**src/rtl/switch_debouncer.sv**
```systemverilog
// Slide-switch front end: two-flop synchronizer, independent per-bit debounce
// counters, registered clean level plus one-cycle rise/fall event pulses.
module switch_debouncer #(
  parameter int WIDTH   = 4,
  parameter int CNT_MAX = 1000000,
  parameter int CNT_W   = 20
) (
  input  logic             clk,
  input  logic             rst_n,
  input  logic [WIDTH-1:0] sw_raw,
  output logic [WIDTH-1:0] switch,
  output logic [WIDTH-1:0] sw_rise,
  output logic [WIDTH-1:0] sw_fall
);

  localparam logic [CNT_W-1:0] CNT_LAST = CNT_W'(CNT_MAX - 1);

  logic [WIDTH-1:0] s1;
  logic [WIDTH-1:0] s2;
  logic [CNT_W-1:0] cnt [WIDTH];

  always_ff @(posedge clk or negedge rst_n) begin
    if (!rst_n) begin
      s1 <= '0;
      s2 <= '0;
    end else begin
      s1 <= sw_raw;
      s2 <= s1;
    end
  end

  // A counter only runs while the synchronized input disagrees with the
  // accepted level; any cycle of agreement throws the partial count away.
  always_ff @(posedge clk or negedge rst_n) begin
    if (!rst_n) begin
      switch  <= '0;
      sw_rise <= '0;
      sw_fall <= '0;
      for (int i = 0; i < WIDTH; i++) cnt[i] <= '0;
    end else begin
      sw_rise <= '0;
      sw_fall <= '0;
      for (int i = 0; i < WIDTH; i++) begin
        if (s2[i] == switch[i]) begin
          cnt[i] <= '0;
        end else if (cnt[i] == CNT_LAST) begin
          switch[i]  <= s2[i];
          sw_rise[i] <= s2[i];
          sw_fall[i] <= ~s2[i];
          cnt[i]     <= '0;
        end else begin
          cnt[i] <= cnt[i] + 1'b1;
        end
      end
    end
  end

endmodule
```
**config.mk**
```make
export PLATFORM = sky130hd
export DESIGN_NAME = switch_debouncer
export DESIGN_NICKNAME = d
export VERILOG_FILES = /design/src/rtl/switch_debouncer.sv
export SDC_FILE = /design/constraint.sdc
export NUM_CORES = 1
export LEC_CHECK = 0
export BUFFER_PORTS_ARGS = -buffer_cell sky130_fd_sc_hd__buf_4
export CORE_MARGIN = 2
export CORE_UTILIZATION = 30
export CTS_BUF_LIST = sky130_fd_sc_hd__clkbuf_4 sky130_fd_sc_hd__clkbuf_8
export DETAILED_ROUTE_END_ITERATION = 6
export HOLD_SLACK_MARGIN = 0.1
export PLACE_DENSITY = 0.55
export RECOVER_POWER = 25
export SYNTH_ARGS = -nofsm -noshare
export SYNTH_HDL_FRONTEND = slang
export SYNTH_SLANG_ARGS = --single-unit
```
**constraint.sdc**
```tcl
create_clock -name clk -period 2 [get_ports clk]
set_clock_uncertainty 0.15 [all_clocks]
set_input_delay 0.1 -clock clk [delete_from_list [all_inputs] [get_ports clk]]
set_output_delay 0.1 -clock clk [all_outputs]
set_load 0.02 [all_outputs]
```
==> metrics.txt, run 1 <==
# TYPE chip_impl_metric gauge
chip_impl_metric{name="yosys_warnings",unit=""} 0
chip_impl_metric{name="worst_slew_pin_slew",unit="ns"} 1.33
chip_impl_metric{name="power_density",unit="nW/um2"} 660
chip_impl_metric{name="fin_nets",unit=""} 528
chip_impl_metric{name="power.share.switching",unit="%"} 21.5
chip_impl_metric{name="area_of_the_die",unit="um2"} 16800
chip_impl_metric{name="clock.fmax",unit="MHz"} 523
chip_impl_info{name="rsz_0062_raised_after_global_routing",value="no"} 1
chip_impl_metric{name="post_synth_num_cell_types",unit=""} 48
chip_impl_metric{name="drt-wirelength-per-cell",unit="um"} 12.1
chip_impl_metric{name="place.gp.congestion",unit=""} 0.810
chip_impl_metric{name="areaGrowthSynthToFinish",unit="%"} 21.3
chip_impl_info{name="mostFrequentLayoutCells",value="100 x sky130_fd_sc_hd__dfrtp_1, 68 x sky130_fd_sc_hd__nor2_1, 52 x sky130_fd_sc_hd__buf_4"} 1
chip_impl_metric{name="clockPowerShare",unit="%"} 41.1
chip_impl_metric{name="clock-sinks",unit=""} 100
chip_impl_metric{name="htreeDepth",unit=""} 3
chip_impl_info{name="layout.cells.most_common",value="sky130_fd_sc_hd__dfrtp_1"} 1
chip_impl_metric{name="worst_ep_required_time",unit="ns"} 2.10
chip_impl_metric{name="syn_area_per_cell",unit="um2"} 10.5
chip_impl_metric{name="global_route.usage.total",unit="%"} 11.5
chip_impl_metric{name="synth_edf_count",unit=""} 0
chip_impl_metric{name="internal_power",unit="uW"} 2960
chip_impl_metric{name="max-slew-margin-rel",unit="%"} 11.0
chip_impl_info{name="crit_path_start_kind",value="flop"} 1
chip_impl_metric{name="grt_first_pass_wirelength",unit="um"} 15700
chip_impl_metric{name="floorplan.core_area",unit="um2"} 15300
chip_impl_metric{name="drt_first_iter_violations",unit=""} 156
chip_impl_metric{name="first_pass_iters",unit=""} 4
chip_impl_metric{name="global_route.overflow_total",unit=""} 0
chip_impl_metric{name="synth.ff_latch_count",unit=""} 100
chip_impl_metric{name="setup_slack",unit="ns"} 0.0865
chip_impl_metric{name="worst_setup_hold_path_clk_slew",unit="ns"} 0.09
chip_impl_metric{name="numPortBuffers",unit=""} 17
chip_impl_metric{name="ctsLongestPathBuffers",unit=""} 2
chip_impl_metric{name="critPathArrivalTime",unit="ns"} 2.02
chip_impl_info{name="clockRootBuffer",value="sky130_fd_sc_hd__clkbuf_8"} 1
chip_impl_metric{name="syn-num-nets",unit=""} 461
chip_impl_metric{name="setup-tns-final",unit="ns"} 0
chip_impl_metric{name="vias_per_cell",unit=""} 4.74
chip_impl_metric{name="grt_pass1_vias",unit=""} 3439
chip_impl_metric{name="antenna_violations_before_repair",unit=""} 0
chip_impl_info{name="worst-setup-path-type",value="flop to flop"} 1
chip_impl_metric{name="drt_drc_violations_left",unit=""} 0
chip_impl_metric{name="synth_seq_area_share",unit="%"} 53.0
chip_impl_metric{name="vdd_drop_max",unit="V"} 0.000290
chip_impl_metric{name="floorplan.die.width",unit="um"} 129
chip_impl_metric{name="total_leakage_power",unit="uW"} 0.00235
chip_impl_metric{name="timing.final.setup_violations",unit=""} 0
chip_impl_metric{name="power.share.sequential",unit="%"} 54.9
chip_impl_metric{name="postRouteWirelength",unit="um"} 8900
chip_impl_metric{name="die-height",unit="um"} 129
chip_impl_metric{name="pin_count",unit=""} 18
chip_impl_metric{name="crit_path_max_fanout",unit=""} 4
chip_impl_metric{name="routed-via-count",unit=""} 3474
chip_impl_metric{name="finalHoldViolCount",unit=""} 0
chip_impl_metric{name="place.detailed.hpwl",unit="um"} 6080
chip_impl_metric{name="p_sw",unit="uW"} 812
chip_impl_metric{name="pin_count_of_the_biggest_net_entering_global_routing",unit=""} 101
chip_impl_metric{name="utilization",unit="%"} 37.4
chip_impl_info{name="worstSetupEndpointType",value="flop"} 1
chip_impl_metric{name="cts_inserted_buffers",unit=""} 9
chip_impl_metric{name="place_ws",unit="ns"} 0.0457
chip_impl_metric{name="drive_above_1_share",unit="%"} 19.9
chip_impl_info{name="tritoncts_clock_tree",value="done"} 1
chip_impl_metric{name="cap_viol_max_count",unit=""} 0
chip_impl_info{name="status",value="complete, no violations"} 1
chip_impl_metric{name="clock_latency",unit="ns"} 0.36
chip_impl_metric{name="ys_async_sr_fraction",unit="%"} 100
chip_impl_metric{name="rows",unit=""} 45
chip_impl_metric{name="synthesis.instances",unit=""} 451
chip_impl_metric{name="layout_worst_path_cycle_share",unit="%"} 95.7
chip_impl_metric{name="ant_nets",unit=""} 0
chip_impl_info{name="hold_class",value="flop to flop"} 1
chip_impl_metric{name="mappedNetlistArea",unit="um2"} 4720
chip_impl_metric{name="slew_viol_final",unit=""} 0
chip_impl_metric{name="power.combinational.fraction",unit="%"} 4.0
chip_impl_metric{name="layout_min_cycle_time",unit="ns"} 1.91
chip_impl_metric{name="initial_core_util",unit="%"} 30.8
chip_impl_metric{name="antenna-diode-count",unit=""} 0
chip_impl_info{name="ys_dominant_reg_cell",value="sky130_fd_sc_hd__dfrtp_1"} 1
==> routing by layer <==
metal  up-vias  track usage (%)  wire length, um
li1       1742                -                -
met1      1696             15.4             4490
met2        29             18.4             4110
met3         7             2.85              196
met4         0             3.54              110
met5         -                0                0
==> synthesized netlist by cell type (10+ instances only) <==
library cell / number / area [um2]
sky130_fd_sc_hd__a21oi_1: 15 / 75.1
sky130_fd_sc_hd__xor2_1: 23 / 201
sky130_fd_sc_hd__nor3_1: 12 / 60.1
sky130_fd_sc_hd__nor4_1: 15 / 93.8
sky130_fd_sc_hd__inv_1: 10 / 37.5
sky130_fd_sc_hd__nor2_1: 68 / 255
sky130_fd_sc_hd__o21ai_0: 12 / 60.1
sky130_fd_sc_hd__nand4_1: 17 / 106
sky130_fd_sc_hd__nand2_1: 20 / 75.1
sky130_fd_sc_hd__and3_1: 14 / 87.6
sky130_fd_sc_hd__nand3_1: 28 / 140
sky130_fd_sc_hd__xnor2_1: 33 / 289
sky130_fd_sc_hd__dfrtp_1: 100 / 2500
==> layout make-up <==
type / count / area [um2]
sequential: 100 / 2500
timing repair buffer: 63 / 489
inverter: 10 / 37.5
clock inverter: 5 / 100
fill: 1541 / 9590
multi-input combinational: 334 / 2190
clock buffer: 10 / 138
tap: 211 / 264
==> path summary, 6_finish.rpt <==
| path | startpoint | endpoint | slack, ns | cells after the start |
|---|---|---|---|---|
| setup / recovery | cnt[33]$_DFF_PN0_ | switch[2]$_DFFE_PN0P_ | 0.09 | 4 |
| hold / removal | s1[2]$_DFF_PN0_ | s2[2]$_DFF_PN0_ | 0.20 | 0 |
| setup reg to reg | cnt[33]$_DFF_PN0_ | switch[2]$_DFFE_PN0P_ | 0.09 | 4 |
| hold reg to reg | s1[2]$_DFF_PN0_ | s2[2]$_DFF_PN0_ | 0.20 | 0 |
| max in group asynchronous | rst_n | cnt[12]$_DFF_PN0_ | 0.32 | 3 |
| min in group asynchronous | rst_n | cnt[76]$_DFF_PN0_ | 0.54 | 3 |
==> through the flow <==
stage / hold slack (ns) / area [um2] / total power [uW] / std cells
2_1_floorplan: -0.346 / 4720 / 2170 / 451
3_3_place_gp: 0.0587 / 5370 / 2260 / 710
3_5_place_dp: 0.0611 / 5370 / 2260 / 710
4_1_cts: 0.206 / 5660 / 3830 / 730
5_1_grt: 0.217 / 5730 / 3920 / 733
6_report: 0.204 / 5730 / 3780 / 733
==> flip-flops by register name, indices dropped and copies added (netlist names) <==
signal / count
switch: 4
s1: 4
sw_fall: 4
s2: 4
cnt: 80
sw_rise: 4
==> logic make-up after synthesis <==
group / synth area share [%]
buf+inv: 1.54
simple gates: 26.5
xor+xnor: 10.4
compound gates: 6.31
fa+ha+maj: 1.06
flops: 53.0
mux: 1.17
==> worst max-delay path: stages (launching register included) <==
cell and delay [ns]:
sky130_fd_sc_hd__dfrtp_1 0.43, sky130_fd_sc_hd__nor4b_1 0.32, sky130_fd_sc_hd__nand4_1 0.23, sky130_fd_sc_hd__or3_4 0.40
sky130_fd_sc_hd__mux2_2 0.28
==> repair_timing <==
action / 4_1_cts / 5_1_grt
gates resized for setup: 0 / 13
buffers inserted: 0 / 3
setup endpoints to repair: 0 / 31
hold buffers: 5 / 0
endpoints found under the hold margin: 104 / 0
==> power by group through the flow <==
stage / registers (uW) / clock network [uW] / logic [uW]
floorplan: 2110 / 0 / 56.7
global placement: 2110 / 0 / 148
detailed placement: 2110 / 0 / 148
CTS: 2070 / 1600 / 157
global route: 2080 / 1670 / 175
finish: 2070 / 1550 / 152
(Power assumes the default switching activity.)
==> run 2, diff against run 1 <==
- CELL_PAD_IN_SITES_DETAIL_PLACEMENT: default -> 0
- CELL_PAD_IN_SITES_GLOBAL_PLACEMENT: default -> 1
- CORE_MARGIN: 2 -> default
- PLACE_DENSITY: 0.55 -> 0.64
- TNS_END_PERCENT: default -> 30
==> run 2 against run 1 <==
Total power is 1.5% higher. Core utilization increased by 0.19 points. Clock power increased by 3%. Worst hold slack improved by 0.011 ns. Highest routed layer unchanged.
==> metrics.txt, run 2 (synthesized netlist as in run 1, its figures left out) <==
# TYPE chip_impl_metric gauge
chip_impl_metric{name="timing.final.setup_violations",unit=""} 0
chip_impl_metric{name="antenna_violations_before_repair",unit=""} 0
chip_impl_metric{name="worst_slew_pin_slew",unit="ns"} 0.936
chip_impl_metric{name="fin_nets",unit=""} 532
chip_impl_info{name="status",value="complete, no violations"} 1
chip_impl_metric{name="power.combinational.fraction",unit="%"} 4.3
chip_impl_info{name="min_to",value="s2[2]$_DFF_PN0_"} 1
chip_impl_metric{name="antenna-diode-count",unit=""} 0
chip_impl_metric{name="htreeDepth",unit=""} 3
chip_impl_metric{name="number_of_flip_flops_in_the_largest_register",unit=""} 80
chip_impl_info{name="layout.cells.most_common",value="sky130_fd_sc_hd__dfrtp_1"} 1
chip_impl_info{name="critical_path.top_delay_family",value="simple AND/OR/NAND/NOR gates"} 1
chip_impl_metric{name="cap_viol_max_count",unit=""} 0
chip_impl_metric{name="max-slew-margin-rel",unit="%"} 37.6
chip_impl_metric{name="postRouteWirelength",unit="um"} 9850
chip_impl_metric{name="floorplan.die.width",unit="um"} 127
chip_impl_info{name="worstSetupEndpointType",value="flop"} 1
chip_impl_metric{name="p_sw",unit="uW"} 868
chip_impl_metric{name="pin_count_of_the_biggest_net_entering_global_routing",unit=""} 35
chip_impl_metric{name="routed-via-count",unit=""} 3474
chip_impl_metric{name="vdd_drop_max",unit="V"} 0.000345
chip_impl_metric{name="ant_nets",unit=""} 0
chip_impl_metric{name="power_density",unit="nW/um2"} 668
chip_impl_info{name="tritoncts_clock_tree",value="done"} 1
chip_impl_metric{name="drt_drc_violations_left",unit=""} 0
chip_impl_info{name="max_flop_register",value="cnt"} 1
chip_impl_info{name="crit_path_start_kind",value="flop"} 1
chip_impl_metric{name="timing.critical_path.slowest_cell_delay",unit="ns"} 0.57
chip_impl_metric{name="clockPowerShare",unit="%"} 41.6
chip_impl_metric{name="grt_pass1_vias",unit=""} 3529
chip_impl_metric{name="cts_inserted_buffers",unit=""} 9
chip_impl_info{name="destination_of_the_worst_register_to_register_timing_path",value="cnt[38]$_DFF_PN0_"} 1
chip_impl_metric{name="drive_above_1_share",unit="%"} 17.5
chip_impl_metric{name="place.gp.congestion",unit=""} 0.744
chip_impl_metric{name="cp_num_buf_inv",unit=""} 0
chip_impl_metric{name="worst_ep_required_time",unit="ns"} 2.13
chip_impl_info{name="hold_class",value="flop to flop"} 1
chip_impl_metric{name="layout_worst_path_cycle_share",unit="%"} 95.7
chip_impl_metric{name="area_of_the_die",unit="um2"} 16200
chip_impl_metric{name="slew_viol_final",unit=""} 0
chip_impl_metric{name="drt_first_iter_violations",unit=""} 153
chip_impl_metric{name="clock_latency",unit="ns"} 0.38
chip_impl_metric{name="clock-sinks",unit=""} 100
chip_impl_metric{name="r2r_cells",unit=""} 5
chip_impl_info{name="worstPathCellList",value="ha_2 > nand2_1 > or4_4 > o21a_1 > o21ba_2"} 1
chip_impl_metric{name="ctsLongestPathBuffers",unit=""} 2
chip_impl_metric{name="setup-tns-final",unit="ns"} 0
chip_impl_info{name="clockRootBuffer",value="sky130_fd_sc_hd__clkbuf_8"} 1
chip_impl_metric{name="fillers",unit=""} 1516
chip_impl_metric{name="drt-wirelength-per-cell",unit="um"} 13.3
chip_impl_metric{name="grt_first_pass_wirelength",unit="um"} 16900
chip_impl_metric{name="numPortBuffers",unit=""} 17
chip_impl_info{name="worstHoldStart",value="s1[2]$_DFF_PN0_"} 1
chip_impl_metric{name="finalHoldViolCount",unit=""} 0
chip_impl_info{name="mostFrequentLayoutCells",value="100 x sky130_fd_sc_hd__dfrtp_1, 68 x sky130_fd_sc_hd__nor2_1, 41 x sky130_fd_sc_hd__buf_4"} 1
chip_impl_metric{name="layout_min_cycle_time",unit="ns"} 1.91
chip_impl_metric{name="rows",unit=""} 45
chip_impl_metric{name="slack_of_the_worst_reg_to_reg_path",unit="ns"} 0.09
chip_impl_metric{name="floorplan.core_area",unit="um2"} 15300
chip_impl_info{name="cp_slowest_cell",value="sky130_fd_sc_hd__or4_4"} 1
chip_impl_metric{name="place.detailed.hpwl",unit="um"} 6860
chip_impl_metric{name="areaGrowthSynthToFinish",unit="%"} 21.5
chip_impl_metric{name="clock.fmax",unit="MHz"} 523
chip_impl_info{name="worst-setup-path-type",value="flop to flop"} 1
chip_impl_metric{name="power.share.sequential",unit="%"} 54.1
chip_impl_metric{name="internal_power",unit="uW"} 2960
chip_impl_metric{name="worst_setup_hold_path_clk_slew",unit="ns"} 0.09
chip_impl_metric{name="pin_count",unit=""} 18
chip_impl_metric{name="power.share.switching",unit="%"} 22.6
chip_impl_metric{name="global_route.overflow_total",unit=""} 0
chip_impl_metric{name="place_ws",unit="ns"} 0.0151
chip_impl_metric{name="crit_path_max_fanout",unit=""} 5
chip_impl_metric{name="critPathArrivalTime",unit="ns"} 2.04
chip_impl_metric{name="global_route.usage.total",unit="%"} 13.1
chip_impl_metric{name="hold_depth",unit=""} 0
chip_impl_metric{name="total_leakage_power",unit="uW"} 0.00232
chip_impl_metric{name="die-height",unit="um"} 127
chip_impl_info{name="timing.rr.start",value="cnt[20]$_DFF_PN0_"} 1
chip_impl_metric{name="setup_slack",unit="ns"} 0.0867
chip_impl_metric{name="initial_core_util",unit="%"} 30.9
chip_impl_metric{name="vias_per_cell",unit=""} 4.71
chip_impl_metric{name="first_pass_iters",unit=""} 4
-- run 2: changes by cell type in the layout (fill, tap and decap cells not counted), sizes merged --
cell	change
buf	-9
clkbuf	+12
clkinv	-1
clkinvlp	+1
dlygate4sd3	+1
inv	+1
-- run 2: how the worst max path moves through the flow --
stage                                 start                     to  slack [ns]  cells after the start
after CTS                 cnt[20]$_DFF_PN0_      cnt[38]$_DFF_PN0_       0.008                      5
after floorplan           cnt[20]$_DFF_PN0_  switch[2]$_DFFE_PN0P_        0.06                      5
final                     cnt[20]$_DFF_PN0_      cnt[38]$_DFF_PN0_        0.09                      5
after global routing      cnt[20]$_DFF_PN0_      cnt[38]$_DFF_PN0_      -0.005                      5
after detailed placement  cnt[20]$_DFF_PN0_  switch[2]$_DFFE_PN0P_        0.02                      5
after global placement    cnt[20]$_DFF_PN0_  switch[2]$_DFFE_PN0P_        0.09                      5
-- run 2: repair_timing --
action	CTS	global route
endpoints found under the setup margin	1	33
resized for setup	1	8
setup buffers	0	1
hold buffers	6	0
endpoints found under the hold margin	104	0
gates cloned	0	0
-- run 2: metal layers --
layer | GRT usage (%) | routed length, um | vias to the layer above
met5 | 0 | 0 | -
met4 | 6.09 | 201 | 0
met3 | 2.35 | 179 | 12
met2 | 20.9 | 4520 | 24
met1 | 17.2 | 4950 | 1692
li1 | - | - | 1746
-- run 2: area by class of cell --
class | instances | area (um2) | area share [%]
multi-input combinational | 334 | 2180 | 38.1
timing repair buffer | 67 | 504 | 8.80
tap | 211 | 264 | 4.60
clock inverter | 6 | 111 | 1.94
inverter | 10 | 37.5 | 0.655
clock buffer | 10 | 131 | 2.29
sequential | 100 | 2500 | 43.6
-- run 2: power by group through the flow --
stage / Combinational, uW / Sequential [uW] / Clock (uW)
detailed placement: 162 / 2110 / 0
CTS: 172 / 2070 / 1650
global route: 189 / 2080 / 1710
finish: 166 / 2070 / 1590
global placement: 161 / 2110 / 0
floorplan: 56.7 / 2110 / 0
-- run 2: stage by stage --
stage / utilization (%) / total power, uW / hold WS (ns) / cells / area, um2
4_1_cts: 37.6 / 3890 / 0.200 / 737 / 5740
6_report: 37.6 / 3830 / 0.215 / 738 / 5730
2_1_floorplan: - / 2170 / -0.346 / 451 / 4720
5_1_grt: 37.6 / 3970 / 0.225 / 738 / 5730
3_3_place_gp: 35.6 / 2270 / -0.0560 / 715 / 5440
3_5_place_dp: 35.6 / 2270 / -0.0494 / 715 / 5440
==> run 3, diff against run 2 <==
- REMOVE_ABC_BUFFERS: default -> 1
==> run 3 against run 2 <==
Worst hold slack worse by 0.011 ns. Cell count is 0.27% lower. Flip-flop and latch count did not move. First-iteration DRC count down 8.5%. Routed wire length is 3.5% lower. Sequential share of layout area increased by 0.067 points. Critical path depth unchanged. Final area shrank 0.15%. Via count rose by 1.4%. Critical endpoint is now switch[2]$_DFFE_PN0P_. Highest routed layer unchanged.
==> metrics.txt, run 3 (synthesized netlist as in run 1, its figures left out) <==
# TYPE chip_impl_metric gauge
chip_impl_info{name="destination_of_the_worst_register_to_register_timing_path",value="switch[2]$_DFFE_PN0P_"} 1
chip_impl_metric{name="clock_latency",unit="ns"} 0.39
chip_impl_metric{name="layout_worst_path_cycle_share",unit="%"} 96.8
chip_impl_metric{name="internal_power",unit="uW"} 2850
chip_impl_info{name="cp_slowest_cell",value="sky130_fd_sc_hd__or3_4"} 1
chip_impl_metric{name="ctsLongestPathBuffers",unit=""} 2
chip_impl_metric{name="fillers",unit=""} 1484
chip_impl_metric{name="pin_count",unit=""} 18
chip_impl_metric{name="antenna-diode-count",unit=""} 0
chip_impl_metric{name="vias_per_cell",unit=""} 4.78
chip_impl_metric{name="timing.critical_path.slowest_cell_delay",unit="ns"} 0.40
chip_impl_metric{name="p_sw",unit="uW"} 834
chip_impl_metric{name="grt_pass1_vias",unit=""} 3546
chip_impl_metric{name="worst_hold_slack",unit="ns"} 0.204
chip_impl_info{name="worstPathCellList",value="ha_2 > nand2_1 > or2_2 > or3_4 > mux2_2"} 1
chip_impl_metric{name="floorplan.core_area",unit="um2"} 15300
chip_impl_metric{name="worst_slew_pin_slew",unit="ns"} 1.41
chip_impl_metric{name="place.gp.congestion",unit=""} 0.783
chip_impl_metric{name="hold_depth",unit=""} 0
chip_impl_metric{name="cts_inserted_buffers",unit=""} 9
chip_impl_info{name="worstSetupEndpointType",value="flop"} 1
chip_impl_metric{name="crit_path_max_fanout",unit=""} 4
chip_impl_info{name="crit_path_start_kind",value="flop"} 1
chip_impl_metric{name="cts.repair_timing.setup_buffer_count",unit=""} 0
chip_impl_metric{name="rows",unit=""} 45
chip_impl_info{name="mostFrequentLayoutCells",value="100 x sky130_fd_sc_hd__dfrtp_1, 68 x sky130_fd_sc_hd__nor2_1, 53 x sky130_fd_sc_hd__buf_4"} 1
chip_impl_metric{name="timing.final.setup_violations",unit=""} 0
chip_impl_info{name="worstHoldStart",value="s1[1]$_DFF_PN0_"} 1
chip_impl_metric{name="power.share.switching",unit="%"} 22.6
chip_impl_info{name="max_flop_register",value="cnt"} 1
chip_impl_metric{name="fin_nets",unit=""} 530
chip_impl_metric{name="routed-via-count",unit=""} 3521
chip_impl_metric{name="cap_viol_max_count",unit=""} 0
chip_impl_metric{name="worst_ep_required_time",unit="ns"} 2.13
chip_impl_metric{name="htreeDepth",unit=""} 3
chip_impl_info{name="status",value="complete, no violations"} 1
chip_impl_metric{name="global_route.overflow_total",unit=""} 0
chip_impl_metric{name="power.share.sequential",unit="%"} 56.2
chip_impl_metric{name="number_of_flip_flops_in_the_largest_register",unit=""} 80
chip_impl_metric{name="floorplan.die.width",unit="um"} 127
chip_impl_metric{name="r2r_cells",unit=""} 5
chip_impl_metric{name="drt_first_iter_violations",unit=""} 140
chip_impl_metric{name="initial_core_util",unit="%"} 30.9
chip_impl_metric{name="areaGrowthSynthToFinish",unit="%"} 21.3
chip_impl_metric{name="global_route.usage.total",unit="%"} 12.8
chip_impl_metric{name="power.combinational.fraction",unit="%"} 4.1
chip_impl_metric{name="clockPowerShare",unit="%"} 39.7
chip_impl_info{name="rsz_0062_raised_after_global_routing",value="yes"} 1
chip_impl_metric{name="postRouteWirelength",unit="um"} 9500
chip_impl_metric{name="drt-wirelength-per-cell",unit="um"} 12.9
chip_impl_metric{name="drive_above_1_share",unit="%"} 20.2
chip_impl_info{name="hold_class",value="flop to flop"} 1
chip_impl_metric{name="ant_nets",unit=""} 0
chip_impl_metric{name="drt_drc_violations_left",unit=""} 0
chip_impl_info{name="clockRootBuffer",value="sky130_fd_sc_hd__clkbuf_8"} 1
chip_impl_metric{name="finalHoldViolCount",unit=""} 0
chip_impl_metric{name="power_density",unit="nW/um2"} 644
chip_impl_metric{name="place.detailed.hpwl",unit="um"} 6410
chip_impl_info{name="tritoncts_clock_tree",value="done"} 1
chip_impl_metric{name="total_leakage_power",unit="uW"} 0.00235
chip_impl_metric{name="max-slew-margin-rel",unit="%"} 6.02
chip_impl_metric{name="power.total",unit="uW"} 3690
chip_impl_info{name="timing.rr.start",value="cnt[20]$_DFF_PN0_"} 1
chip_impl_metric{name="antenna_violations_before_repair",unit=""} 0
chip_impl_metric{name="vdd_drop_max",unit="V"} 0.000447
chip_impl_metric{name="slack_of_the_worst_reg_to_reg_path",unit="ns"} 0.06
chip_impl_metric{name="clock-sinks",unit=""} 100
chip_impl_metric{name="critPathArrivalTime",unit="ns"} 2.07
chip_impl_metric{name="slew_viol_final",unit=""} 0
chip_impl_info{name="worst-setup-path-type",value="flop to flop"} 1
chip_impl_metric{name="worst_setup_hold_path_clk_slew",unit="ns"} 0.10
chip_impl_metric{name="numPortBuffers",unit=""} 17
chip_impl_metric{name="first_pass_iters",unit=""} 4
chip_impl_metric{name="layout_min_cycle_time",unit="ns"} 1.94
chip_impl_metric{name="pin_count_of_the_biggest_net_entering_global_routing",unit=""} 101
chip_impl_info{name="min_to",value="s2[1]$_DFF_PN0_"} 1
chip_impl_metric{name="clock.fmax",unit="MHz"} 517
chip_impl_metric{name="grt_first_pass_wirelength",unit="um"} 16500
chip_impl_info{name="layout.cells.most_common",value="sky130_fd_sc_hd__dfrtp_1"} 1
chip_impl_metric{name="die-height",unit="um"} 127
chip_impl_metric{name="area_of_the_die",unit="um2"} 16200
==> run 3: changes by cell type in the layout (fill, tap and decap cells not counted), sizes merged <==
cell / delta
buf: +10
clkbuf: -9
bufinv: -1
clkinv: +1
clkinvlp: -1
dlygate4sd3: -1
inv: -1
==> run 3: stage by stage <==
stage | util (%) | setup TNS (ns) | std cells | cell area (um2) | setup slack (ns)
floorplan | - | 0 | 444 | 4680 | 0.000388
global placement | 35.5 | 0 | 715 | 5420 | 0.0933
detailed placement | 35.5 | 0 | 715 | 5420 | 0.0425
CTS | 37.3 | 0 | 736 | 5690 | 0.0217
global route | 37.5 | -0.161 | 736 | 5720 | -0.0452
finish | 37.5 | 0 | 736 | 5720 | 0.0649
==> run 3: timing repair <==
item | CTS | global route
gates resized for setup | 0 | 10
hold buffers | 5 | 0
setup endpoints to repair | 0 | 20
endpoints found under the hold margin | 104 | 0
==> run 3: metal layers <==
layer  part of all wire (%)  global-route usage (%)  vias up  wire length, um
li1                       -                       -     1748                -
met1                     50                    16.2     1727             4770
met2                     45                    21.0       33             4290
met3                    3.1                    3.48       13              290
met4                    1.6                    5.04        0              150
met5                      0                       0        -                0
==> run 3: power groups by stage <==
stage | registers (uW) | logic, uW | clock network (uW)
after floorplan | 2110 | 53.5 | 0
after global routing | 2080 | 176 | 1600
after detailed placement | 2110 | 152 | 0
after global placement | 2110 | 152 | 0
final | 2070 | 151 | 1460
after CTS | 2070 | 161 | 1530
==> run 3: worst max-delay path by stage <==
stage / startpoint / to / cells past startpoint
after floorplan: cnt[20]$_DFF_PN0_ / cnt[38]$_DFF_PN0_ / 5
after global placement: cnt[20]$_DFF_PN0_ / switch[2]$_DFFE_PN0P_ / 5
after detailed placement: cnt[13]$_DFF_PN0_ / switch[3]$_DFFE_PN0P_ / 4
after CTS: cnt[13]$_DFF_PN0_ / switch[3]$_DFFE_PN0P_ / 4
after global routing: cnt[20]$_DFF_PN0_ / cnt[38]$_DFF_PN0_ / 5
final: cnt[20]$_DFF_PN0_ / switch[2]$_DFFE_PN0P_ / 5
==> run 3: cell type report <==
class                           instances  area [um2]  share of cell area (%)
Clock buffer                           12         146                    2.56
Sequential cell                       100        2500                    43.7
Timing Repair Buffer                   65         513                    8.96
Inverter                               10        37.5                   0.656
Tap cell                              211         264                    4.61
Clock inverter                          4        73.8                    1.29
Multi-Input combinational cell        334        2190                    38.2
==> run 3: worst max-delay path: cells and delay by family, from the launching register on <==
kind,cells,cell delay (ns)
adders and majority gates,1,0.19
DFF,1,0.39
muxes,1,0.27
and+or+nand+nor,3,0.83
